--- config.mk ---
export PLATFORM = sky130hd
export DESIGN_NAME = buffer_lru_cam
export DESIGN_NICKNAME = d
export VERILOG_FILES = /design/src/rtl/buffer_lru_pkg.sv /design/src/rtl/lru_rank_tracker.sv /design/src/rtl/buffer_lru_cam.sv
export SDC_FILE = /design/constraint.sdc
export NUM_CORES = 1
export LEC_CHECK = 0
export CAP_MARGIN = 10
export CORE_ASPECT_RATIO = 1.5
export CORE_MARGIN = 10
export CORE_UTILIZATION = 61
export DETAILED_ROUTE_END_ITERATION = 10
export PLACE_DENSITY = 0.91
export SLEW_MARGIN = 30
export SYNTH_ARGS = -nofsm -noshare
export SYNTH_HDL_FRONTEND = slang
export SYNTH_SLANG_ARGS = --single-unit
--- constraint.sdc ---
create_clock -name clk_i -period 9.6 [get_ports clk_i]
set_input_delay 0.96 -clock clk_i [delete_from_list [all_inputs] [get_ports clk_i]]
set_output_delay 0.96 -clock clk_i [all_outputs]
set_load 0.1 [all_outputs]
--- src/rtl/buffer_lru_pkg.sv ---
// Shared types for the LRU value buffer family.
package buffer_lru_pkg;

    // Operation codes; encoding 3 is reserved and behaves as an accepted no-op.
    typedef enum logic [1:0] {
        OP_INSERT     = 2'd0,
        OP_LOOKUP     = 2'd1,
        OP_INVALIDATE = 2'd2
    } op_e;

endpackage

--- src/rtl/lru_rank_tracker.sv ---
// True-LRU recency tracker: one rank per slot, 0 = most recent,
// BUF_SIZE-1 = least recent. Ranks always form a permutation.
module lru_rank_tracker #(
    parameter  int BUF_SIZE = 8,
    localparam int IDXW     = $clog2(BUF_SIZE)
) (
    input  logic            clk_i,
    input  logic            rst_i,
    input  logic            touch_en,
    input  logic [IDXW-1:0] touch_idx,
    input  logic            drop_en,
    input  logic [IDXW-1:0] drop_idx,
    output logic [IDXW-1:0] lru_idx
);

    localparam logic [IDXW-1:0] RANK_LRU = IDXW'(BUF_SIZE - 1);

    logic [IDXW-1:0] rank_r [BUF_SIZE];

    // Rank update: touch promotes a slot to MRU, drop demotes it to LRU;
    // the slots it passes shift by one so the permutation is preserved.
    always_ff @(posedge clk_i or posedge rst_i) begin
        if (rst_i) begin
            for (int i = 0; i < BUF_SIZE; i++) begin
                rank_r[i] <= IDXW'(i);
            end
        end else if (touch_en) begin
            for (int i = 0; i < BUF_SIZE; i++) begin
                if (IDXW'(i) == touch_idx) begin
                    rank_r[i] <= '0;
                end else if (rank_r[i] < rank_r[touch_idx]) begin
                    rank_r[i] <= rank_r[i] + IDXW'(1);
                end
            end
        end else if (drop_en) begin
            for (int i = 0; i < BUF_SIZE; i++) begin
                if (IDXW'(i) == drop_idx) begin
                    rank_r[i] <= RANK_LRU;
                end else if (rank_r[i] > rank_r[drop_idx]) begin
                    rank_r[i] <= rank_r[i] - IDXW'(1);
                end
            end
        end
    end

    // Locate the slot currently holding the LRU rank (exactly one does).
    always_comb begin
        lru_idx = '0;
        for (int i = 0; i < BUF_SIZE; i++) begin
            lru_idx = lru_idx | ((rank_r[i] == RANK_LRU) ? IDXW'(i) : {IDXW{1'b0}});
        end
    end

endmodule

--- src/rtl/buffer_lru_cam.sv ---
// Fully associative value buffer with true-LRU replacement. Owns slot data,
// valid bits, parallel match, victim selection and registered responses;
// recency lives in lru_rank_tracker.
module buffer_lru_cam
    import buffer_lru_pkg::*;
#(
    parameter  int WIDTH        = 16,
    parameter  int BUF_SIZE     = 8,
    parameter  int LOOKUP_TOUCH = 1,
    localparam int IDXW         = $clog2(BUF_SIZE)
) (
    input  logic                            clk_i,
    input  logic                            rst_i,
    input  logic                            op_valid_i,
    input  op_e                             op_i,
    input  logic [WIDTH-1:0]                val_i,
    output logic                            resp_valid_o,
    output logic                            hit_o,
    output logic [IDXW-1:0]                 slot_o,
    output logic                            evict_valid_o,
    output logic [WIDTH-1:0]                evict_val_o,
    output logic [BUF_SIZE-1:0][WIDTH-1:0]  buf_array_o,
    output logic [BUF_SIZE-1:0]             valid_o,
    output logic [IDXW:0]                   count_o
);

    logic [BUF_SIZE-1:0][WIDTH-1:0] data_r;
    logic [BUF_SIZE-1:0]            valid_r;
    logic [IDXW:0]                  count_r;

    logic                           resp_valid_r;
    logic                           hit_r;
    logic [IDXW-1:0]                slot_r;
    logic                           evict_valid_r;
    logic [WIDTH-1:0]               evict_val_r;

    logic [BUF_SIZE-1:0]            match_s;
    logic                           hit_s;
    logic [IDXW-1:0]                hit_idx_s;
    logic [IDXW-1:0]                free_idx_s;
    logic                           full_s;
    logic [IDXW-1:0]                lru_idx_s;

    logic                           touch_en_s;
    logic [IDXW-1:0]                touch_idx_s;
    logic                           drop_en_s;
    logic [IDXW-1:0]                drop_idx_s;
    logic                           wr_en_s;
    logic [IDXW-1:0]                wr_idx_s;
    logic                           clr_en_s;
    logic                           cnt_inc_s;
    logic                           cnt_dec_s;
    logic                           rsp_hit_s;
    logic [IDXW-1:0]                rsp_slot_s;
    logic                           rsp_ev_s;
    logic [WIDTH-1:0]               rsp_evval_s;

    lru_rank_tracker #(
        .BUF_SIZE (BUF_SIZE)
    ) u_rank (
        .clk_i     (clk_i),
        .rst_i     (rst_i),
        .touch_en  (touch_en_s),
        .touch_idx (touch_idx_s),
        .drop_en   (drop_en_s),
        .drop_idx  (drop_idx_s),
        .lru_idx   (lru_idx_s)
    );

    // Parallel compare against valid slots; duplicates never exist, so the
    // match vector is at most one-hot and OR-encoding gives the index.
    always_comb begin
        match_s   = '0;
        hit_idx_s = '0;
        for (int i = 0; i < BUF_SIZE; i++) begin
            match_s[i] = valid_r[i] && (data_r[i] == val_i);
            hit_idx_s  = hit_idx_s | (match_s[i] ? IDXW'(i) : {IDXW{1'b0}});
        end
        hit_s = |match_s;
    end

    // Lowest-index invalid slot is the preferred insert target.
    always_comb begin
        free_idx_s = '0;
        for (int i = BUF_SIZE - 1; i >= 0; i--) begin
            free_idx_s = valid_r[i] ? free_idx_s : IDXW'(i);
        end
        full_s = &valid_r;
    end

    // Operation decode: derive state-update strobes and response fields.
    always_comb begin
        touch_en_s  = 1'b0;
        touch_idx_s = '0;
        drop_en_s   = 1'b0;
        drop_idx_s  = '0;
        wr_en_s     = 1'b0;
        wr_idx_s    = '0;
        clr_en_s    = 1'b0;
        cnt_inc_s   = 1'b0;
        cnt_dec_s   = 1'b0;
        rsp_hit_s   = 1'b0;
        rsp_slot_s  = '0;
        rsp_ev_s    = 1'b0;
        rsp_evval_s = '0;
        if (op_valid_i) begin
            case (op_i)
                OP_INSERT: begin
                    if (hit_s) begin
                        rsp_hit_s   = 1'b1;
                        rsp_slot_s  = hit_idx_s;
                        touch_en_s  = 1'b1;
                        touch_idx_s = hit_idx_s;
                    end else if (!full_s) begin
                        wr_en_s     = 1'b1;
                        wr_idx_s    = free_idx_s;
                        cnt_inc_s   = 1'b1;
                        touch_en_s  = 1'b1;
                        touch_idx_s = free_idx_s;
                        rsp_slot_s  = free_idx_s;
                    end else begin
                        wr_en_s     = 1'b1;
                        wr_idx_s    = lru_idx_s;
                        touch_en_s  = 1'b1;
                        touch_idx_s = lru_idx_s;
                        rsp_slot_s  = lru_idx_s;
                        rsp_ev_s    = 1'b1;
                        rsp_evval_s = data_r[lru_idx_s];
                    end
                end
                OP_LOOKUP: begin
                    if (hit_s) begin
                        rsp_hit_s   = 1'b1;
                        rsp_slot_s  = hit_idx_s;
                        touch_en_s  = (LOOKUP_TOUCH != 0);
                        touch_idx_s = hit_idx_s;
                    end else begin
                        rsp_hit_s   = 1'b0;
                    end
                end
                OP_INVALIDATE: begin
                    if (hit_s) begin
                        rsp_hit_s   = 1'b1;
                        rsp_slot_s  = hit_idx_s;
                        drop_en_s   = 1'b1;
                        drop_idx_s  = hit_idx_s;
                        clr_en_s    = 1'b1;
                        cnt_dec_s   = 1'b1;
                    end else begin
                        rsp_hit_s   = 1'b0;
                    end
                end
                default: begin
                    rsp_hit_s = 1'b0;
                end
            endcase
        end else begin
            rsp_hit_s = 1'b0;
        end
    end

    // Slot contents, valid mask and occupancy count.
    always_ff @(posedge clk_i or posedge rst_i) begin
        if (rst_i) begin
            data_r  <= '0;
            valid_r <= '0;
            count_r <= '0;
        end else begin
            if (wr_en_s) begin
                data_r[wr_idx_s]  <= val_i;
                valid_r[wr_idx_s] <= 1'b1;
            end
            if (clr_en_s) begin
                data_r[drop_idx_s]  <= '0;
                valid_r[drop_idx_s] <= 1'b0;
            end
            if (cnt_inc_s) begin
                count_r <= count_r + (IDXW+1)'(1);
            end else if (cnt_dec_s) begin
                count_r <= count_r - (IDXW+1)'(1);
            end
        end
    end

    // Response registers: one-cycle pulse after each accepted op.
    always_ff @(posedge clk_i or posedge rst_i) begin
        if (rst_i) begin
            resp_valid_r  <= 1'b0;
            hit_r         <= 1'b0;
            slot_r        <= '0;
            evict_valid_r <= 1'b0;
            evict_val_r   <= '0;
        end else begin
            resp_valid_r  <= op_valid_i;
            hit_r         <= rsp_hit_s;
            slot_r        <= rsp_slot_s;
            evict_valid_r <= rsp_ev_s;
            evict_val_r   <= rsp_evval_s;
        end
    end

    assign resp_valid_o  = resp_valid_r;
    assign hit_o         = hit_r;
    assign slot_o        = slot_r;
    assign evict_valid_o = evict_valid_r;
    assign evict_val_o   = evict_val_r;
    assign buf_array_o   = data_r;
    assign valid_o       = valid_r;
    assign count_o       = count_r;

endmodule

Yosys cells after proc, flatten, opt, wreduce, memory -nomap -nowiden

Index checks and enable logic that the tools add are counted.

Bits in registers: 186
Input port bits: 21
Output and inout bits: 162
Word-level logic and storage cells: 270

$add $sub $neg: 18
$lt $le $gt $ge: 23
Eq/ne operators: 39
Multiplexer cells: 113
Bitwise operators: 19
Reductions and logical operators: 35

Operator list:

| operator              | number |
|---|---|
| $mux W128             | 2 |
| $mux W3               | 62 |
| $and A128 B128 Y128   | 1 |
| $bwmux W128           | 1 |
| $eq A16 B16 Y1        | 8 |
| $not A128 Y128        | 1 |
| $mux W16              | 7 |
| $demux W16 S3         | 2 |
| $bmux W16 S3          | 1 |
| $mux W24              | 2 |
| $or A3 B3 Y3          | 9 |
| $add A3 B1 Y3 const B | 8 |
| $eq A3 B3 Y1 const A  | 8 |
| $gt A3 B3 Y1          | 8 |
| $lt A3 B3 Y1          | 8 |
| $ne A3 B1 Y1 const B  | 8 |
| $reduce_and A3 Y1     | 8 |
| $reduce_bool A3 Y1    | 8 |
| $sub A3 B1 Y3 const B | 8 |
| $eq A3 B3 Y1 const B  | 7 |
| $mux W1               | 21 |
| $bmux W3 S3           | 2 |
| $mux W8               | 2 |
| $eq A2 B3 Y1 const A  | 4 |
| other kinds (28)      | 51 |

Logic depth before layout (Yosys ltp)

Gate-level depths: netlist of run 1.

Depth after elaboration: 21
Gate-level depth with buffers: 25

Hierarchy

From an unflattened synthesis of run 1, not the netlist that was laid out.

Cell total of the unflattened synthesis: 1472
Area total of the unflattened synthesis: 13636.8 sq um

By module, submodules not included:

| module           | times used | cells an instance | area an instance (sq um) | sequential area each (sq um) |
|---|---|---|---|---|
| buffer_lru_cam   | 1          | 1084              | 10138.5                  | 4053.9 |
| lru_rank_tracker | 1          | 388               | 3498.4                   | 615.6 |

Worst setup path after synthesis of run 1

No wires, ideal clock.

Path kind: input port to flip-flop
Start point: in val_i[11]
End point: reg u_rank.rank_r[10] in the netlist's numbering
Library setup time: 0.128 ns
Arrival: 4.918 ns
Required time: 9.472 ns
Slack: 4.555 ns
Cell stages on the path: 20
Path buffers: 4
Cell sequence: buf_4 buf_6 xnor2_1 nand2_1 nor2_1 a22oi_1 and3_1 clkbuf_1 nor2_1 buf_1 mux2i_1 a21oi_1 o21ai_0 ha_1 a31oi_1 nand2_1 o31ai_1 a21oi_1 nor3_2 mux2_1

Longest elaborated chain between the ends: 19
Elaborated cells on any way between the ends: 61

RTL lines:

| element                                                                    | line                                                                | source |
|---|---|---|
| from (decl)                                                                | buffer_lru_cam.sv:16                                                | `input logic [WIDTH-1:0] val_i,` |
| $eq A16 B16 Y1                                                             | buffer_lru_cam.sv:76                                                | `match_s[i] = valid_r[i] && (data_r[i] == val_i);` |
| $logic_and A1 B1 Y1                                                        | buffer_lru_cam.sv:76                                                |  |
| $mux W1 / $mux W2 (equally long branches)                                  | buffer_lru_cam.sv:77                                                | `hit_idx_s = hit_idx_s \| (match_s[i] ? IDXW'(i) : {IDXW{1'b0}});` |
| $or A1 B2 Y2                                                               | buffer_lru_cam.sv:77                                                |  |
| $or A2 B2 Y2                                                               | buffer_lru_cam.sv:77                                                |  |
| $or A2 B3 Y3                                                               | buffer_lru_cam.sv:77                                                |  |
| $or A3 B3 Y3 (3 in series)                                                 | buffer_lru_cam.sv:77                                                |  |
| $mux W3 (on tied branches)                                                 | buffer_lru_cam.sv:132, buffer_lru_cam.sv:142, buffer_lru_cam.sv:109 |  |
| $pmux W3 S2 / $mux W3 (equally long branches)                              | buffer_lru_cam.sv:107                                               | `case (op_i)` |
| $mux W3                                                                    | buffer_lru_cam.sv:106                                               | `if (op_valid_i) begin` |
| $not A3 Y4 (on tied branches)                                              | lru_rank_tracker.sv:31, lru_rank_tracker.sv:39                      |  |
| $bmux W3 S3 (on tied branches)                                             | lru_rank_tracker.sv:31, lru_rank_tracker.sv:39                      |  |
| $mux W3 (on tied branches) (2 in series)                                   | lru_rank_tracker.sv:31, lru_rank_tracker.sv:39                      |  |
| $lt A3 B3 Y1 / $gt A3 B3 Y1 (equally long branches)                        | lru_rank_tracker.sv:31, lru_rank_tracker.sv:39                      |  |
| $ne A3 B1 Y1 (no source line) / $reduce_bool A3 Y1 (equally long branches) | -                                                                   |  |
| $reduce_and A3 Y1 (no source line)                                         | -                                                                   |  |
| to (signal, indexed assignment)                                            | lru_rank_tracker.sv:25                                              | `rank_r[i] <= IDXW'(i);` |
| to (signal, indexed assignment)                                            | lru_rank_tracker.sv:32                                              | `rank_r[i] <= rank_r[i] + IDXW'(1);` |
| to (signal, indexed assignment)                                            | lru_rank_tracker.sv:40                                              | `rank_r[i] <= rank_r[i] - IDXW'(1);` |
| to (decl)                                                                  | lru_rank_tracker.sv:18                                              | `logic [IDXW-1:0] rank_r [BUF_SIZE];` |

Several ways; a longest one is shown, not always the timed one. The select of a mux whose other input is x is not followed.
A chain may end at the register's enable or synchronous reset.

Worst setup path in the final report of run 1

Start point: in val_i[13]
End point: reg u_rank.rank_r[14] in the netlist's numbering

The elaborated chain is that of the path after synthesis.

==> results of run 1 <==
-- power groups by stage --
stage	combinational, W	sequential (W)	clock [W]
2_1_floorplan	0.00117	0.00253	0
3_3_place_gp	0.00310	0.00141	0
3_5_place_dp	0.00316	0.00141	0
4_1_cts	0.00318	0.00140	0.000747
5_1_grt	0.00338	0.00143	0.000784
6_report	0.00321	0.00143	0.000753
-- routing by layer --
metal  vias to the layer above  share of wire (%)
met5                         -                  0
met4                         0                8.6
met3                       311                 10
met2                      1082                 48
met1                      6253                 33
li1                       5481                  -
-- cell type report --
class | instances | area, um^2 | area share [%]
Inverter | 35 | 139 | 0.893
Clock inverter | 13 | 168 | 1.08
Clock buffer | 19 | 443 | 2.85
Antenna cell | 2 | 5.00 | 0.0322
Multi-Input combinational cell | 1173 | 7820 | 50.3
Timing Repair Buffer | 207 | 1970 | 12.7
Sequential cell | 186 | 4670 | 30.0
Tap cell | 268 | 335 | 2.16
-- logic make-up after synthesis --
kind of cell	after synthesis	share of synthesized area [%]
and+or+nand+nor	603	20.9
buffers and inverters	131	5.59
xor gates and xnor gates	131	8.73
DFF	186	35.5
muxes	137	10.5
AOI/OAI and AO/OA	240	12.8
adders and majority gates	62	5.96
-- synth_stat cells (all sizes together), types with 3 or more instances --
library cell | count | area [um^2]
nand4 | 26 | 163
a22oi | 9 | 81.3
a31oi | 31 | 206
xnor2 | 104 | 911
a221oi | 5 | 50.0
or3 | 6 | 37.5
nand2 | 211 | 795
o21ai | 32 | 171
nand3b | 3 | 22.5
or4 | 10 | 82.6
nor2 | 190 | 716
dfstp | 12 | 315
o21a | 7 | 52.6
a311oi | 18 | 158
nor4 | 14 | 115
nand2b | 8 | 50.1
nor3 | 17 | 100
xor2 | 27 | 236
ha | 61 | 763
a2111oi | 4 | 35.0
and2 | 11 | 68.8
mux2 | 8 | 90.1
o21bai | 3 | 22.5
inv | 35 | 131
o211ai | 4 | 30.0
clkbuf | 54 | 203
a32oi | 3 | 26.3
o31ai | 11 | 82.6
a211o | 3 | 26.3
nand3 | 71 | 355
o22ai | 9 | 90.1
a31o | 3 | 26.3
a21o | 8 | 60.1
a211oi | 7 | 57.6
nor2b | 6 | 37.5
and3 | 19 | 119
buf | 42 | 402
a21oi | 65 | 337
mux2i | 129 | 1290
dfrtp | 174 | 4350
or2 | 3 | 18.8
-- stage by stage --
stage | cell area, um^2 | utilization, % | instances | worst slack, ns | hold slack [ns]
floorplan | 13200 | - | 1490 | 3.60 | 0.515
global placement | 14900 | 70.7 | 1868 | 2.89 | 0.463
detailed placement | 14900 | 70.6 | 1868 | 2.83 | 0.461
CTS | 15500 | 73.5 | 1900 | 3.20 | 0.474
global route | 15500 | 73.5 | 1901 | 2.85 | 0.497
finish | 15500 | 73.5 | 1903 | 3.22 | 0.475
-- sequential cells by signal (all words and copies together) (netlist names) --
signal,flops
buf_array_o,128
count_o,4
evict_val_o,16
evict_valid_o,1
hit_o,1
resp_valid_o,1
slot_o,3
u_rank.rank_r,24
valid_o,8
-- critical path, delay by kind of cell --
kind            cells  cell delay, ns
fa+ha+maj           1            0.25
compound gates      9            1.60
xor+xnor            1            0.47
simple gates        6            2.17
buf+inv             2            1.27
-- final timing paths --
kind	to	start	slack, ns
max in group asynchronous	buf_array_o[23]	rst_i	7.30
setup reg to reg	u_rank.rank_r[12]	u_rank.rank_r[0]	3.94
hold reg to reg	count_o[3]	count_o[3]	0.48
hold / removal	count_o[3]	count_o[3]	0.48
setup / recovery	u_rank.rank_r[14]	val_i[13]	3.22
min in group asynchronous	count_o[1]	rst_i	1.07
-- placed cells by master, fill, tap and decap left out, types with 10 or more instances in the layout --
master	instances
nand2_1	206
nor2_1	187
dfrtp_1	174
clkdlybuf4s50_1	172
mux2i_1	129
xnor2_1	104
nand3_1	71
a21oi_1	64
ha_1	61
inv_1	34
a31oi_1	29
xor2_1	27
nand4_1	26
o21ai_0	26
buf_4	23
and3_1	19
clkbuf_16	17
a311oi_1	16
nor3_1	13
dfstp_2	12
and2_1	11
o31ai_1	11
buf_2	10
==> impl_metrics.tcl, run 1 <==
set metrics [dict create \
    routabilityCongestion 0.996 \
    rsz0062_at_grt "no" \
    crit_chain "clkdlybuf4s50_1, xnor2_1, nand4_1, nor2_1, or4b_2, nand3_1, nor3b_1, a21oi_1, o21ai_0, buf_4, ha_1, a21o_1, a21oi_1, a31oi_1, o21bai_1, nor2_1, a31oi_1, a21oi_1, a211oi_1" \
    ys_async_sr_fraction_pct 100 \
    cp.required_ns 9.95 \
    die-width_um 140 \
    firstDrtPassIters 7 \
    whs_path_depth 1 \
    finalMaxSlewViolations 0 \
    ctsLongestPathBuffers 2 \
    vias 13127 \
    row_count 65 \
    busiest_layer "met2" \
    worst_path_most_repeated_cell "a21oi_1" \
    track_usage_pct 34.8 \
    drt_wl_total_mm 49.9 \
    drc 0 \
    dieArea_mm2 0.0280 \
    htreeDepth 4 \
    dieHeight_um 200 \
    hold_class "register to register" \
    avgRoutedWirePerCell_um 26.2 \
    fillCellCount 1520 \
    cts_hold_buf 0 \
    synth_nets 1573 \
    syn_avg_cell_area_um2 8.83 \
    tns_ns 0 \
    clock_sinks 186 \
    endpoint_kind "register" \
    slowest_stage "clkdlybuf4s50_1" \
    crit_type "input pin to register" \
    post_cts_buffers 0 \
    clkLatencyLatePin_ns 0.45 \
    numCtsBuffers 17 \
    grt_max_degree 109 \
    syn_area_mm2 0.0132 \
    slowest_delay_ns 0.99 \
    synth_edf_count 0 \
    arrival_ns 6.73 \
    p_leak_nw 7.27 \
    reg2regPathDepth 19 \
    io_buffers 182 \
    clk_pin_slew_ns 0.07 \
    relSlewSlack_pct 26.4 \
    p_int_w 0.00231 \
    post-dp-hpwl_mm 34.9 \
    netSwitchingPower_w 0.00308 \
    syn-instance-count 1490 \
    root_buffer "clkbuf_16" \
    first_iter_violations 1658 \
    grt_pass1_vias 12980 \
    min_period_ns 6.38 \
    ys_ff_latch 186 \
    grtUsageMet3_pct 9.32 \
    seq_power_share_pct 26.5 \
    period_share_pct 66.4 \
    ir_drop_mv 0.526 \
    drive_gt1_share_pct 7.72 \
    power_w 0.00539 \
    setup_viol 0 \
    cp-start-kind "input pin" \
    gr-usage-met2_pct 58.1 \
    grt_util_met1_pct 37.8 \
    final_hold_viol_count 0 \
    cts_resized 0 \
    worstMarginPinSlew_ns 1.10 \
    ys_types 83 \
    grt_overflow_total 0 \
    clkPwrFrac_pct 14.0 \
    ys_warn_count 0 \
    nets 1703 \
    timing.fmax_mhz 157 \
    area_growth_pct 18.2 \
    p_sw_share_pct 57.1 \
    cap_violations 0 \
    avgViaCountPerCell 6.90 \
    pin_count 183 \
    cts_tree "built" \
    synth_top_flop_cell "dfrtp_1" \
    p_per_area_mw_per_mm2 347 \
    core_area_mm2 0.0211 \
    pwr-share-comb_pct 59.6 \
    grt_pass1_wl_mm 76.6 \
    status "finished, final reports clean" \
    fin_skew_ns 0.0118 \
    antenna_found_initial 0 \
    synth_seq_area_share_pct 35.5 \
    drtAntennaViolNets 0 \
    start_util_pct 62.2 \
    cp_max_fo 16 \
]
(Power assumes the default switching activity.)
==> run 2: changes to the inputs <==
Settings changed: CORE_UTILIZATION 61 to 56, PLACE_DENSITY 0.91 to 0.84.
Clock period 9.6 ns to 6.2 ns, I/O delays scaled along.
==> run 2 against run 1 <==
Effect of this change:
- design area grew 1.9%
- utilization shrank 4.8 points
- worst setup slack lost 2.6 ns
- clock power grew 55%
- register-to-register slack lost 2.9 ns
- cell count grew 3.9%
- worst hold slack lost 0.00057 ns
- combinational power grew 57%
- clock skew shrank 0.0013 ns
- global-route usage shrank 3.0 points
- critical path type unchanged
- critical endpoint is now u_rank.rank_r[10]
==> impl_metrics.tcl, run 2 (synthesis gave the netlist of run 1 again) <==
set metrics [dict create \
    avgRoutedWirePerCell_um 24.9 \
    avgViaCountPerCell 6.47 \
    rsz0062_at_grt "no" \
    io_buffers 182 \
    clkPwrFrac_pct 14.0 \
    hold_class "register to register" \
    ir_drop_mv 0.813 \
    diodes 0 \
    relSlewSlack_pct 30.4 \
    firstDrtPassIters 6 \
    vias 12787 \
    finalNonFillerCells 1977 \
    pwr-share-comb_pct 60.1 \
    track_usage_pct 31.8 \
    grt_max_degree 124 \
    period_share_pct 90.6 \
    finalMaxSlewViolations 0 \
    clk_pin_slew_ns 0.08 \
    p_int_w 0.00361 \
    drc 0 \
    timing.fmax_mhz 178 \
    regToRegSetupSlack_ns 1.04 \
    post-dp-hpwl_mm 35.8 \
    p_per_area_mw_per_mm2 528 \
    clkLatencyLatePin_ns 0.46 \
    largest_reg_flops 128 \
    routabilityCongestion 1.04 \
    drt_wl_total_mm 49.3 \
    cap_violations 0 \
    grt_overflow_total 0 \
    cp.required_ns 6.54 \
    start_util_pct 57.0 \
    drtAntennaViolNets 0 \
    cts_resized 0 \
    endpoint_kind "register" \
    final_hold_viol_count 0 \
    arrival_ns 5.95 \
    grt_pass1_wl_mm 76.2 \
    dp_cells 1946 \
    p_leak_nw 7.41 \
    multiInputGateArea_mm2 0.00779 \
    fillCellCount 1773 \
    setup_viol 0 \
    cts_tree "built" \
    die-width_um 145 \
    area.sequential_mm2 0.00467 \
    drive_gt1_share_pct 8.97 \
    first_iter_violations 1445 \
    timing.hold.ws_ns 0.475 \
    grt_pass1_vias 12957 \
    cts_hold_buf 0 \
    status "finished, final reports clean" \
    tns_ns 0 \
    fin_skew_ns 0.0106 \
    seq_power_share_pct 25.8 \
    dieHeight_um 208 \
    ctsLongestPathBuffers 2 \
    numCtsBuffers 17 \
    cp-start-kind "input pin" \
    htreeDepth 4 \
    worstMarginPinSlew_ns 1.04 \
    cp_max_fo 11 \
    pin_count 183 \
    clock_sinks 186 \
    post_cts_buffers 0 \
    p_sw_share_pct 56.8 \
    row_count 68 \
    crit_type "input pin to register" \
    dieArea_mm2 0.0301 \
    final_common_cell "nand2_1" \
    mostFrequentLayoutCells "nand2_1, nor2_1, dfrtp_1, clkdlybuf4s50_1, mux2i_1" \
    min_period_ns 5.62 \
    nets 1733 \
    netSwitchingPower_w 0.00475 \
    antenna_found_initial 1 \
    root_buffer "clkbuf_16" \
    area_growth_pct 20.4 \
    core_area_mm2 0.0231 \
]
[run 2: changes by cell type in the layout (fill, tap and decap cells not counted), moves of 2 or more]
cell	before	now
clkinvlp_4	4	1
inv_6	1	5
buf_4	23	53
diode_2	2	0
buf_6	2	0
nor2_2	3	1
a311oi_2	2	0
buf_2	10	8
clkdlybuf4s50_1	172	174
a311oi_1	16	18
nor2_1	187	189
[run 2: critical path: stages]
cell	delay, ns
clkdlybuf4s50_1	0.78
buf_4	0.35
xor2_1	0.16
nor4_1	0.42
nand2_1	0.08
nand4bb_1	0.27
nand3_1	0.32
nor3b_1	0.65
nand2_1	0.16
nand2_1	0.11
a21oi_1	0.04
buf_4	0.20
ha_1	0.19
inv_1	0.05
a21o_1	0.10
a21oi_1	0.06
a31oi_1	0.33
nand2_1	0.13
o31ai_1	0.12
a21oi_1	0.19
nor3_2	0.27
mux2_1	0.34
[run 2: path summary, 6_finish.rpt]
kind | from | cells after the start | to
max in group asynchronous | rst_i | 4 | buf_array_o[76]
setup / recovery | val_i[10] | 22 | u_rank.rank_r[10]
hold reg to reg | count_o[3] | 1 | count_o[3]
setup reg to reg | u_rank.rank_r[13] | 19 | u_rank.rank_r[7]
min in group asynchronous | rst_i | 3 | u_rank.rank_r[17]
hold / removal | count_o[3] | 1 | count_o[3]
[run 2: area by class of cell]
type | instances | share of cell area (%)
clock inverters | 11 | 0.996
clock buffers | 20 | 2.88
well taps | 315 | 2.49
repair buffers | 237 | 14.1
multi-input cells | 1173 | 49.2
flip-flops and latches | 186 | 29.5
inverters | 35 | 0.861
[run 2: power by group through the flow]
| stage | Clock (W) | Combinational (W) | Sequential (W) |
|---|---|---|---|
| CTS | 0.00117 | 0.00500 | 0.00213 |
| detailed placement | 0 | 0.00497 | 0.00215 |
| global route | 0.00122 | 0.00529 | 0.00219 |
| global placement | 0 | 0.00490 | 0.00215 |
| finish | 0.00117 | 0.00503 | 0.00216 |
| floorplan | 0 | 0.00181 | 0.00392 |
[run 2: metrics by stage]
stage / power [W] / setup slack (ns) / instance area (um^2) / util (%)
after floorplan: 0.00572 / 0.543 / 13200 / -
after global placement: 0.00705 / 0.299 / 15200 / 66.0
after detailed placement: 0.00712 / 0.258 / 15200 / 66.0
after CTS: 0.00830 / 0.707 / 15800 / 68.7
after global routing: 0.00870 / 0.378 / 15800 / 68.7
final: 0.00836 / 0.581 / 15800 / 68.7
[run 2: routing by layer]
metal  global-route usage [%]  routed length (um)
met5                        0                   0
met2                     53.6               24100
met4                     21.7                3720
met3                     8.12                4910
met1                     34.3               16600
